==> src/rtl/coord_entry_pkg.sv <==
// Shared types and seven-segment constants for the coordinate entry front panel.
// Segment words are active-low, bit order {g,f,e,d,c,b,a}.
package coord_entry_pkg;

  typedef enum logic [2:0] {
    MODE_EDIT    = 3'd0,
    MODE_CONFIRM = 3'd1,
    MODE_PENDING = 3'd2,
    MODE_RUN     = 3'd3,
    MODE_PAUSE   = 3'd4
  } mode_t;

  localparam int KEY_CLEAR = 0;
  localparam int KEY_PAUSE = 1;
  localparam int KEY_START = 2;
  localparam int KEY_ENTER = 3;

  localparam logic [3:0] DIGIT_NONE = 4'hF;

  localparam logic [6:0] SEG_BLANK = 7'b1110111;
  localparam logic [6:0] SEG_OFF   = 7'b1111111;
  localparam logic [6:0] SEG_E     = 7'b0000110;
  localparam logic [6:0] SEG_D     = 7'b0100001;
  localparam logic [6:0] SEG_R     = 7'b0101111;
  localparam logic [6:0] SEG_U     = 7'b1000001;
  localparam logic [6:0] SEG_N     = 7'b0101011;
  localparam logic [6:0] SEG_P     = 7'b0001100;
  localparam logic [6:0] SEG_A     = 7'b0001000;
  localparam logic [6:0] SEG_S     = 7'b0010010;

  localparam logic [13:0] GLYPH_EDIT = {SEG_E, SEG_D};
  localparam logic [13:0] GLYPH_ERR  = {SEG_E, SEG_R};
  localparam logic [20:0] GLYPH_RUN  = {SEG_R, SEG_U, SEG_N};
  localparam logic [27:0] GLYPH_PAUS = {SEG_P, SEG_A, SEG_U, SEG_S};

  function automatic logic [6:0] seg_decode(input logic [3:0] d);
    logic [6:0] seg;
    case (d)
      4'd0:    seg = 7'b1000000;
      4'd1:    seg = 7'b1111001;
      4'd2:    seg = 7'b0100100;
      4'd3:    seg = 7'b0110000;
      4'd4:    seg = 7'b0011001;
      4'd5:    seg = 7'b0010010;
      4'd6:    seg = 7'b0000010;
      4'd7:    seg = 7'b1111000;
      4'd8:    seg = 7'b0000000;
      4'd9:    seg = 7'b0010000;
      default: seg = SEG_BLANK;
    endcase
    return seg;
  endfunction

endpackage

==> src/rtl/coord_entry_ctrl_key_edge.sv <==
// Push-key synchroniser with registered rising-edge pulse; the pulse appears
// three clock edges after the pin rises.
module key_edge (
  input  logic clk,
  input  logic reset,
  input  logic key,
  output logic pulse
);

  logic sync1_r;
  logic sync2_r;
  logic prev_r;
  logic pulse_r;

  // two-flop synchroniser followed by a registered edge detector
  always_ff @(posedge clk) begin
    if (reset) begin
      sync1_r <= 1'b0;
      sync2_r <= 1'b0;
      prev_r  <= 1'b0;
      pulse_r <= 1'b0;
    end else begin
      sync1_r <= key;
      sync2_r <= sync1_r;
      prev_r  <= sync2_r;
      pulse_r <= sync2_r & ~prev_r;
    end
  end

  assign pulse = pulse_r;

endmodule

==> src/rtl/coord_entry_ctrl.sv <==
// Front-panel controller: decimal X/Y entry from switches and keys, seven-segment
// feedback, valid/ready coordinate hand-off and run/pause/step/clear control.
module coord_entry_ctrl
  import coord_entry_pkg::*;
#(
  parameter int DIGITS         = 2,
  parameter int GRID_W         = 80,
  parameter int GRID_H         = 48,
  parameter int COORD_W        = 8,
  parameter int STARTUP_CYCLES = 100
) (
  input  logic                      clk,
  input  logic                      reset,
  input  logic [9:0]                SW,
  input  logic [3:0]                KEY,
  output logic [7*(2*DIGITS+2)-1:0] hex,
  output logic [COORD_W-1:0]        coord_x,
  output logic [COORD_W-1:0]        coord_y,
  output logic                      coord_valid,
  input  logic                      coord_ready,
  output logic                      run,
  output logic                      step_pulse,
  output logic                      clear_pulse,
  output logic                      err
);

  localparam int NDIG  = 2 * DIGITS;
  localparam int NGRP  = NDIG + 2;
  localparam int HEX_W = 7 * NGRP;
  localparam int IDX_W = $clog2(NDIG + 1);
  localparam int ACC_W = COORD_W + 4;
  localparam int HO_W  = $clog2(STARTUP_CYCLES + 2);

  logic [3:0]               key_pulse_s;
  logic [3:0]               ev_s;
  logic [3:0]               sw_digit_s;
  logic [ACC_W-1:0]         acc_x_s;
  logic [ACC_W-1:0]         acc_y_s;

  mode_t                    mode_r,    mode_n;
  logic [IDX_W-1:0]         idx_r,     idx_n;
  logic [NDIG-1:0][3:0]     digits_r,  digits_n;
  logic [COORD_W-1:0]       x_r,       x_n;
  logic [COORD_W-1:0]       y_r,       y_n;
  logic                     valid_r,   valid_n;
  logic                     run_r,     run_n;
  logic                     err_r,     err_n;
  logic                     step_r,    step_n;
  logic                     clear_r,   clear_n;
  logic [HO_W-1:0]          holdoff_r, holdoff_n;
  logic [HEX_W-1:0]         hex_r,     hex_n;

  for (genvar k = 0; k < 4; k++) begin : g_key
    key_edge u_key_edge (
      .clk   (clk),
      .reset (reset),
      .key   (KEY[k]),
      .pulse (key_pulse_s[k])
    );
  end

  // X digits on the left, mode glyph pair in the middle, Y digits on the right
  function automatic logic [HEX_W-1:0] build_hex(input mode_t m,
                                                 input logic [NDIG-1:0][3:0] d,
                                                 input logic e);
    logic [HEX_W-1:0] h;
    h = {NGRP{SEG_OFF}};
    case (m)
      MODE_RUN:   h[HEX_W-1 -: 21] = GLYPH_RUN;
      MODE_PAUSE: h[HEX_W-1 -: 28] = GLYPH_PAUS;
      default: begin
        for (int k = 0; k < DIGITS; k++) begin
          h[7*(NGRP-1-k) +: 7] = seg_decode(d[k]);
          h[7*(DIGITS-1-k) +: 7] = seg_decode(d[DIGITS+k]);
        end
        h[7*DIGITS +: 14] = e ? GLYPH_ERR : GLYPH_EDIT;
      end
    endcase
    return h;
  endfunction

  // switch decode (highest index wins) and decimal accumulation of the entered digits
  always_comb begin
    sw_digit_s = 4'd0;
    for (int i = 0; i < 10; i++) begin
      if (SW[i]) sw_digit_s = 4'(i);
      else       sw_digit_s = sw_digit_s;
    end
    acc_x_s = '0;
    acc_y_s = '0;
    for (int i = 0; i < DIGITS; i++) begin
      acc_x_s = acc_x_s * ACC_W'(10) + ACC_W'(digits_r[i]);
      acc_y_s = acc_y_s * ACC_W'(10) + ACC_W'(digits_r[DIGITS+i]);
    end
  end

  // next-state: handshake first, then the single highest-priority key event
  always_comb begin
    mode_n    = mode_r;
    idx_n     = idx_r;
    digits_n  = digits_r;
    x_n       = x_r;
    y_n       = y_r;
    valid_n   = valid_r;
    run_n     = run_r;
    err_n     = err_r;
    step_n    = 1'b0;
    clear_n   = 1'b0;
    holdoff_n = (holdoff_r != '0) ? holdoff_r - HO_W'(1) : holdoff_r;
    ev_s      = key_pulse_s & {4{holdoff_r == '0}};

    if (mode_r == MODE_PENDING && valid_r && coord_ready) begin
      valid_n = 1'b0;
      mode_n  = MODE_EDIT;
    end else begin
      valid_n = valid_r;
    end

    if (ev_s[KEY_CLEAR]) begin
      clear_n  = 1'b1;
      valid_n  = 1'b0;
      run_n    = 1'b0;
      err_n    = 1'b0;
      digits_n = {NDIG{DIGIT_NONE}};
      idx_n    = '0;
      mode_n   = MODE_EDIT;
    end else if (ev_s[KEY_ENTER]) begin
      case (mode_r)
        MODE_EDIT: begin
          if (SW != 10'd0) begin
            for (int i = 0; i < NDIG; i++) begin
              if (idx_r == IDX_W'(i)) digits_n[i] = sw_digit_s;
              else                    digits_n[i] = digits_r[i];
            end
            err_n  = 1'b0;
            idx_n  = idx_r + IDX_W'(1);
            mode_n = (idx_r == IDX_W'(NDIG-1)) ? MODE_CONFIRM : MODE_EDIT;
          end else begin
            idx_n = idx_r;
          end
        end
        MODE_CONFIRM: begin
          if (acc_x_s < ACC_W'(GRID_W) && acc_y_s < ACC_W'(GRID_H)) begin
            x_n     = acc_x_s[COORD_W-1:0];
            y_n     = acc_y_s[COORD_W-1:0];
            valid_n = 1'b1;
            err_n   = 1'b0;
            mode_n  = MODE_PENDING;
          end else begin
            err_n   = 1'b1;
            mode_n  = MODE_EDIT;
          end
          digits_n = {NDIG{DIGIT_NONE}};
          idx_n    = '0;
        end
        default: mode_n = mode_n;
      endcase
    end else if (ev_s[KEY_START]) begin
      case (mode_r)
        MODE_EDIT, MODE_CONFIRM: begin
          mode_n   = MODE_RUN;
          run_n    = 1'b1;
          digits_n = {NDIG{DIGIT_NONE}};
          idx_n    = '0;
        end
        MODE_PAUSE: begin
          mode_n = MODE_RUN;
          run_n  = 1'b1;
        end
        default: mode_n = mode_n;
      endcase
    end else if (ev_s[KEY_PAUSE]) begin
      case (mode_r)
        MODE_RUN: begin
          mode_n = MODE_PAUSE;
          run_n  = 1'b0;
        end
        MODE_PAUSE: step_n = 1'b1;
        default:    mode_n = mode_n;
      endcase
    end else begin
      step_n = 1'b0;
    end

    hex_n = build_hex(mode_n, digits_n, err_n);
  end

  // state and output registers
  always_ff @(posedge clk) begin
    if (reset) begin
      mode_r    <= MODE_EDIT;
      idx_r     <= '0;
      digits_r  <= {NDIG{DIGIT_NONE}};
      x_r       <= '0;
      y_r       <= '0;
      valid_r   <= 1'b0;
      run_r     <= 1'b0;
      err_r     <= 1'b0;
      step_r    <= 1'b0;
      clear_r   <= 1'b0;
      holdoff_r <= HO_W'(STARTUP_CYCLES);
      hex_r     <= build_hex(MODE_EDIT, {NDIG{DIGIT_NONE}}, 1'b0);
    end else begin
      mode_r    <= mode_n;
      idx_r     <= idx_n;
      digits_r  <= digits_n;
      x_r       <= x_n;
      y_r       <= y_n;
      valid_r   <= valid_n;
      run_r     <= run_n;
      err_r     <= err_n;
      step_r    <= step_n;
      clear_r   <= clear_n;
      holdoff_r <= holdoff_n;
      hex_r     <= hex_n;
    end
  end

  assign hex         = hex_r;
  assign coord_x     = x_r;
  assign coord_y     = y_r;
  assign coord_valid = valid_r;
  assign run         = run_r;
  assign step_pulse  = step_r;
  assign clear_pulse = clear_r;
  assign err         = err_r;

endmodule
==> config.mk <==
export PLATFORM = sky130hd
export DESIGN_NAME = coord_entry_ctrl
export DESIGN_NICKNAME = d
export VERILOG_FILES = /design/src/rtl/coord_entry_pkg.sv /design/src/rtl/coord_entry_ctrl_key_edge.sv /design/src/rtl/coord_entry_ctrl.sv
export SDC_FILE = /design/constraint.sdc
export NUM_CORES = 1
export LEC_CHECK = 0
export CORE_ASPECT_RATIO = 0.9
export CORE_MARGIN = 4
export CORE_UTILIZATION = 42
export DETAILED_ROUTE_END_ITERATION = 7
export PLACE_DENSITY = 0.61
export SLEW_MARGIN = 0
export SYNTH_ARGS = -nofsm -noshare
export SYNTH_HDL_FRONTEND = slang
export SYNTH_SLANG_ARGS = --single-unit
==> constraint.sdc <==
create_clock -name clk -period 4.3 [get_ports clk]
set_input_delay 1.075 -clock clk [delete_from_list [all_inputs] [get_ports clk]]
set_output_delay 1.075 -clock clk [all_outputs]
set_load 0.05 [all_outputs]
Word level (Yosys, flattened, before mapping). Memory sizes are Yosys's and may differ from the RTL's. Cells that the tools add are included.

Bits in registers: 108. Bits in latches: 0. RAM bits: 0. Memory bits (read-only): 448. Output and inout bits: 63. Logic and storage cells: 143. Memories: 4.

$add $sub $neg: 4. Multiply operators: 2. Divide/modulo/power cells: 0. Order comparisons: 2. Equality and inequality tests: 12. Shift-type cells: 0. Muxes and demuxes: 54. Bitwise gates (word level): 12. Reduce and logical (&&, ||, !) cells: 21.

Memories: (no name shown) (words 16, width 7, read ports 1, clocked after memory_dff 0, wr ports 0, RTL line coord_entry_pkg.sv:38) `case (d)`; (no name shown) (words 16, width 7, read ports 1, clocked after memory_dff 0, wr ports 0, RTL line coord_entry_pkg.sv:38); (no name shown) (words 16, width 7, read ports 1, clocked after memory_dff 0, wr ports 0, RTL line coord_entry_pkg.sv:38); (no name shown) (words 16, width 7, read ports 1, clocked after memory_dff 0, wr ports 0, RTL line coord_entry_pkg.sv:38).

Operators by type and width (number): 2-to-1 mux 16 bit (5); 2-to-1 mux 4 bit (13); one-hot mux 21 bit (2 select lines) (1); 2-to-1 mux 3 bit (12); one-hot mux 16 bit (2 select lines) (1); adder 8 x 4 -> 9 bit (2); 2-to-1 mux 1 bit (16); equality test 3 x 2 -> 1 bit, second input constant (5); multiplier 4 x 3 -> 7 bit, second input constant (2); one-hot mux 7 bit (2 select lines) (1); one-hot mux 3 bit (2 select lines) (2); AND reduction 4 bit (3); 2-to-1 mux 11 bit (1); nonzero test 10 bit (1); less-than comparator 9 x 6 -> 1 bit, second input constant (1); less-than comparator 9 x 7 -> 1 bit, second input constant (1); nonzero test 2 bit (4); logical NOT 7 bit (1); inverter 1 bit (7); nonzero test 7 bit (1); subtractor 7 x 1 -> 7 bit, second input constant (1); equality test 3 x 1 -> 1 bit, second input constant (2); equality test 3 bit, second input constant (2); logical NOT 3 bit (2); other kinds (12) (20).

Logic depth before layout (Yosys ltp). An unclocked memory read counts as a cell.

Depth in word-level cells: 16. Gate-level depth with buffers: 14. Mapped depth without buffers: 13.

Cells and area by module. From an unflattened synthesis, not the netlist that was laid out.

Cell total of the unflattened synthesis: 642. Area, all modules: 5851.9 µm².

Modules (own cells, without submodules): coord_entry_ctrl (times used 1, cells each 610, area an instance 5406.4 µm²); key_edge (times used 4, cells each 8, area an instance 111.4 µm²).

Worst setup path before layout. No wires, ideal clock.

Kind: input to register. Start point: in SW[5]. End point: reg hex_r[6], in the netlist hex[6]. Library setup time: 120 ps. Data arrival time: 3608 ps. Data required time: 4180 ps. Setup slack: 572 ps. Cell stages on the path: 12. Buffers on the path: 1. Cells stage by stage: or4_1 buf_2 o31ai_2 nor3_1 or3_1 o21a_1 nor2_1 inv_1 ha_1 nor3_1 a21oi_1 or2_1.

RTL lines: from (decl) (RTL line coord_entry_ctrl.sv:14) `input logic [9:0] SW,`; to (signal assigned) (RTL line coord_entry_ctrl.sv:202) `hex_r <= build_hex(MODE_EDIT, {NDIG{DIGIT_NONE}}, 1'b0);`; to (signal assigned) (RTL line coord_entry_ctrl.sv:215) `hex_r <= hex_n;`; to (decl) (RTL line coord_entry_ctrl.sv:51) `logic [HEX_W-1:0] hex_r, hex_n;`.

==> results.cfg <==
[logic_synthesis]
synthCells = 627
yosysWarningCount = 0
synth_nets = 690
ys_seq_area_share_pct = 35.8
syn_avg_cell_area_um2 = 9.01
netlist_area_mm2 = 0.00565
synth_flop_cell = dfxtp_1
ys_seq_elements = 101
yosysTopAreaCell = dfxtp_1
synth-edff-count = 0
async_reset_ff_share_pct = 0
synth_area_leaders = dfxtp_1 (36%), ha_1 (9.3%), nor2_1 (4.3%)
yosysTopAreaCellShare_pct = 35.8
yosysUniqueCellTypes = 90

[sta]
tightest_slew_ns = 0.723
slew_violations = 0
max_slew_margin_pct = 51.3
fmax_ghz = 0.263
finalHoldViolations = 0
layout_setup_ws_ns = 0.494
holdWs_ns = 0.384
post-route-min-period_ns = 3.81
rsz0062_at_grt = no
fin_skew_ns = 0.00765
fin_setup_tns_ns = 0
setup_viol = 0
post-route-period-util_pct = 88.5

[clock_tree]
cts_setup_buffers = 0
htree_levels = 3
hold_buffers = 0
clk_pin_slew_worst_paths_ns = 0.07
cts_made_buffers = 9
numClockSinks = 101
cts-resized-gates = 0
clock_path_buffers = 2
cts_tree = built
clk_latency_ns = 0.35
root_buffer = clkbuf_16

[placement]
gp_congestion = 0.910
dp_slack_ns = 0.153
dp_hpwl_mm = 12.2
portBuffers = 78

[worst_setup_path]
cp_common_cell = inv_1
worstPathArrival_ns = 4.03
slowest_stage = or4_1
cp_max_fo = 5
required_ns = 4.53
cp-end-kind = register
crit_chain = clkdlybuf4s50_1, or4_1, buf_4, o311ai_2, a21oi_2, o22ai_1, nand2_1, inv_1, ha_1, inv_1, o21ai_0, nand3_1
setup.worst_path.start_class = primary input
max_stage_delay_ns = 0.67
critical_path_class = primary input to register

[run]
drv_cap = 0

[worst_hold_path]
hp-class = register to register

[grt]
grt_max_degree = 48
grt_pass1_vias = 4790
overflow = 0
track_usage_pct = 20.7
antenna_found_initial = 0
grt_pass1_wl_mm = 25.2

[floorplanning]
die_area_mm2 = 0.0154
core_area_mm2 = 0.0129
start_util_pct = 43.7
fp.dieH_um = 118
fp-row-count = 39
io_pins = 80
die_w_um = 130

[drt]
vias = 4944
viasPerCell = 5.61
drt_iter0_drc = 301
first_pass_iters = 5
antenna_left = 0
drc_errors = 0
wl_per_cell_um = 17.8
drt-total-wl_mm = 15.7

[pwr]
power_density_mw_per_mm2 = 270
leakage_nw = 2.75
vdd_drop_max_mv = 0.191

[final_layout]
diodes = 0
nets = 776
area_delta_synth_final_pct = 23.7
layout-drive-gt1-share_pct = 11.6

[status]
status = finished clean
[critical path: cells and delay by family]
kind	cells	cell delay, ns
AOI/OAI and AO/OA	4	0.96
and+or+nand+nor	3	0.94
buffers and inverters	4	0.89
adders and majority gates	1	0.17
[cell usage in the layout, fill, tap and decap left out, types with 6 or more instances in the layout]
cell type,synthesis,routed
nand3_1,20,20
dfxtp_1,101,101
nor2b_1,20,20
ha_1,42,42
buf_4,7,28
a21o_1,11,11
or2_2,7,7
o21ai_0,14,14
mux2i_1,19,19
o31ai_1,6,6
xor2_1,6,6
o21ai_1,8,8
nand2b_1,6,6
o21bai_1,6,6
nand2_1,46,46
nor3_1,15,15
and3_1,9,9
inv_1,29,29
clkdlybuf4s50_1,0,77
a211oi_1,6,6
a21oi_1,19,19
nor2_1,64,64
clkbuf_16,0,9
xnor2_1,7,7
a31oi_1,12,12
o22ai_1,10,10
[cell type report]
cell class | instances | area [um^2]
clock inverters | 5 | 58.8
multi-input cells | 465 | 3340
flip-flops and latches | 101 | 2020
inverters | 29 | 109
clock buffers | 11 | 243
fillers | 1190 | 5940
well taps | 164 | 205
repair buffers | 107 | 1010
[stage by stage]
step	area, um^2	utilization [%]	total power [W]	cells
4_1_cts	6990	54.0	0.00191	882
5_1_grt	6990	54.0	0.00196	882
6_report	6990	54.0	0.00189	882
2_1_floorplan	5650	-	0.00104	627
3_5_place_dp	6690	51.7	0.00108	866
3_3_place_gp	6690	51.7	0.00108	866
[flip-flops by register name, indices dropped and copies added, names as in the netlist, 4 cells and up]
signal / cells
coord_x: 8
coord_y: 8
digits_r: 16
g_key.u_key_edge.prev_r: 4
g_key.u_key_edge.pulse: 4
g_key.u_key_edge.sync1_r: 4
g_key.u_key_edge.sync2_r: 4
hex: 35
holdoff_r: 7
[cells by family after synthesis]
group	share of synthesized area, %
other cells	0.0664
simple gates	21.9
fa+ha+maj	10.7
buf+inv	5.03
compound gates	20.5
mux	4.03
flops	35.8
xor+xnor	2.02
[per-layer routing]
layer	up-vias	wire length [um]	track usage [%]
met3	21	637	3.77
met2	129	7420	33.7
met1	2365	7420	27.7
li1	2429	-	-
met4	0	250	6.10
met5	-	0	0
[power by group]
group	leakage (nW)	total (W)	switching, W	internal, W
clock	0.142	0.000827	0.000359	0.000468
combinational	1.79	0.0000967	0.0000542	0.0000425
sequential	0.819	0.000962	0.0000136	0.000948
total	2.75	0.00189	0.000426	0.00146
[Yosys cell counts, drive strengths merged (7+ instances only)]
cell type  count
dfxtp        101
nor2          65
nand2         47
ha            42
inv           29
o21ai         23
nand3         22
a21oi         20
nor2b         20
mux2i         19
buf           17
clkbuf        15
nor3          15
a31oi         12
a21o          11
o22ai         10
and3           9
or2            9
o31ai          8
xnor2          7
[worst paths after layout]
| path | start | to | slack, ns | cells past startpoint |
|---|---|---|---|---|
| max | SW[5] | hex[11] | 0.49 | 12 |
| min | g_key[3].u_key_edge.prev_r | g_key[3].u_key_edge.pulse | 0.38 | 1 |
| max reg2reg | digits_r[9] | coord_x[5] | 0.66 | 12 |
| min reg2reg | g_key[3].u_key_edge.prev_r | g_key[3].u_key_edge.pulse | 0.38 | 1 |
Power figures use the tool's default switching activity.
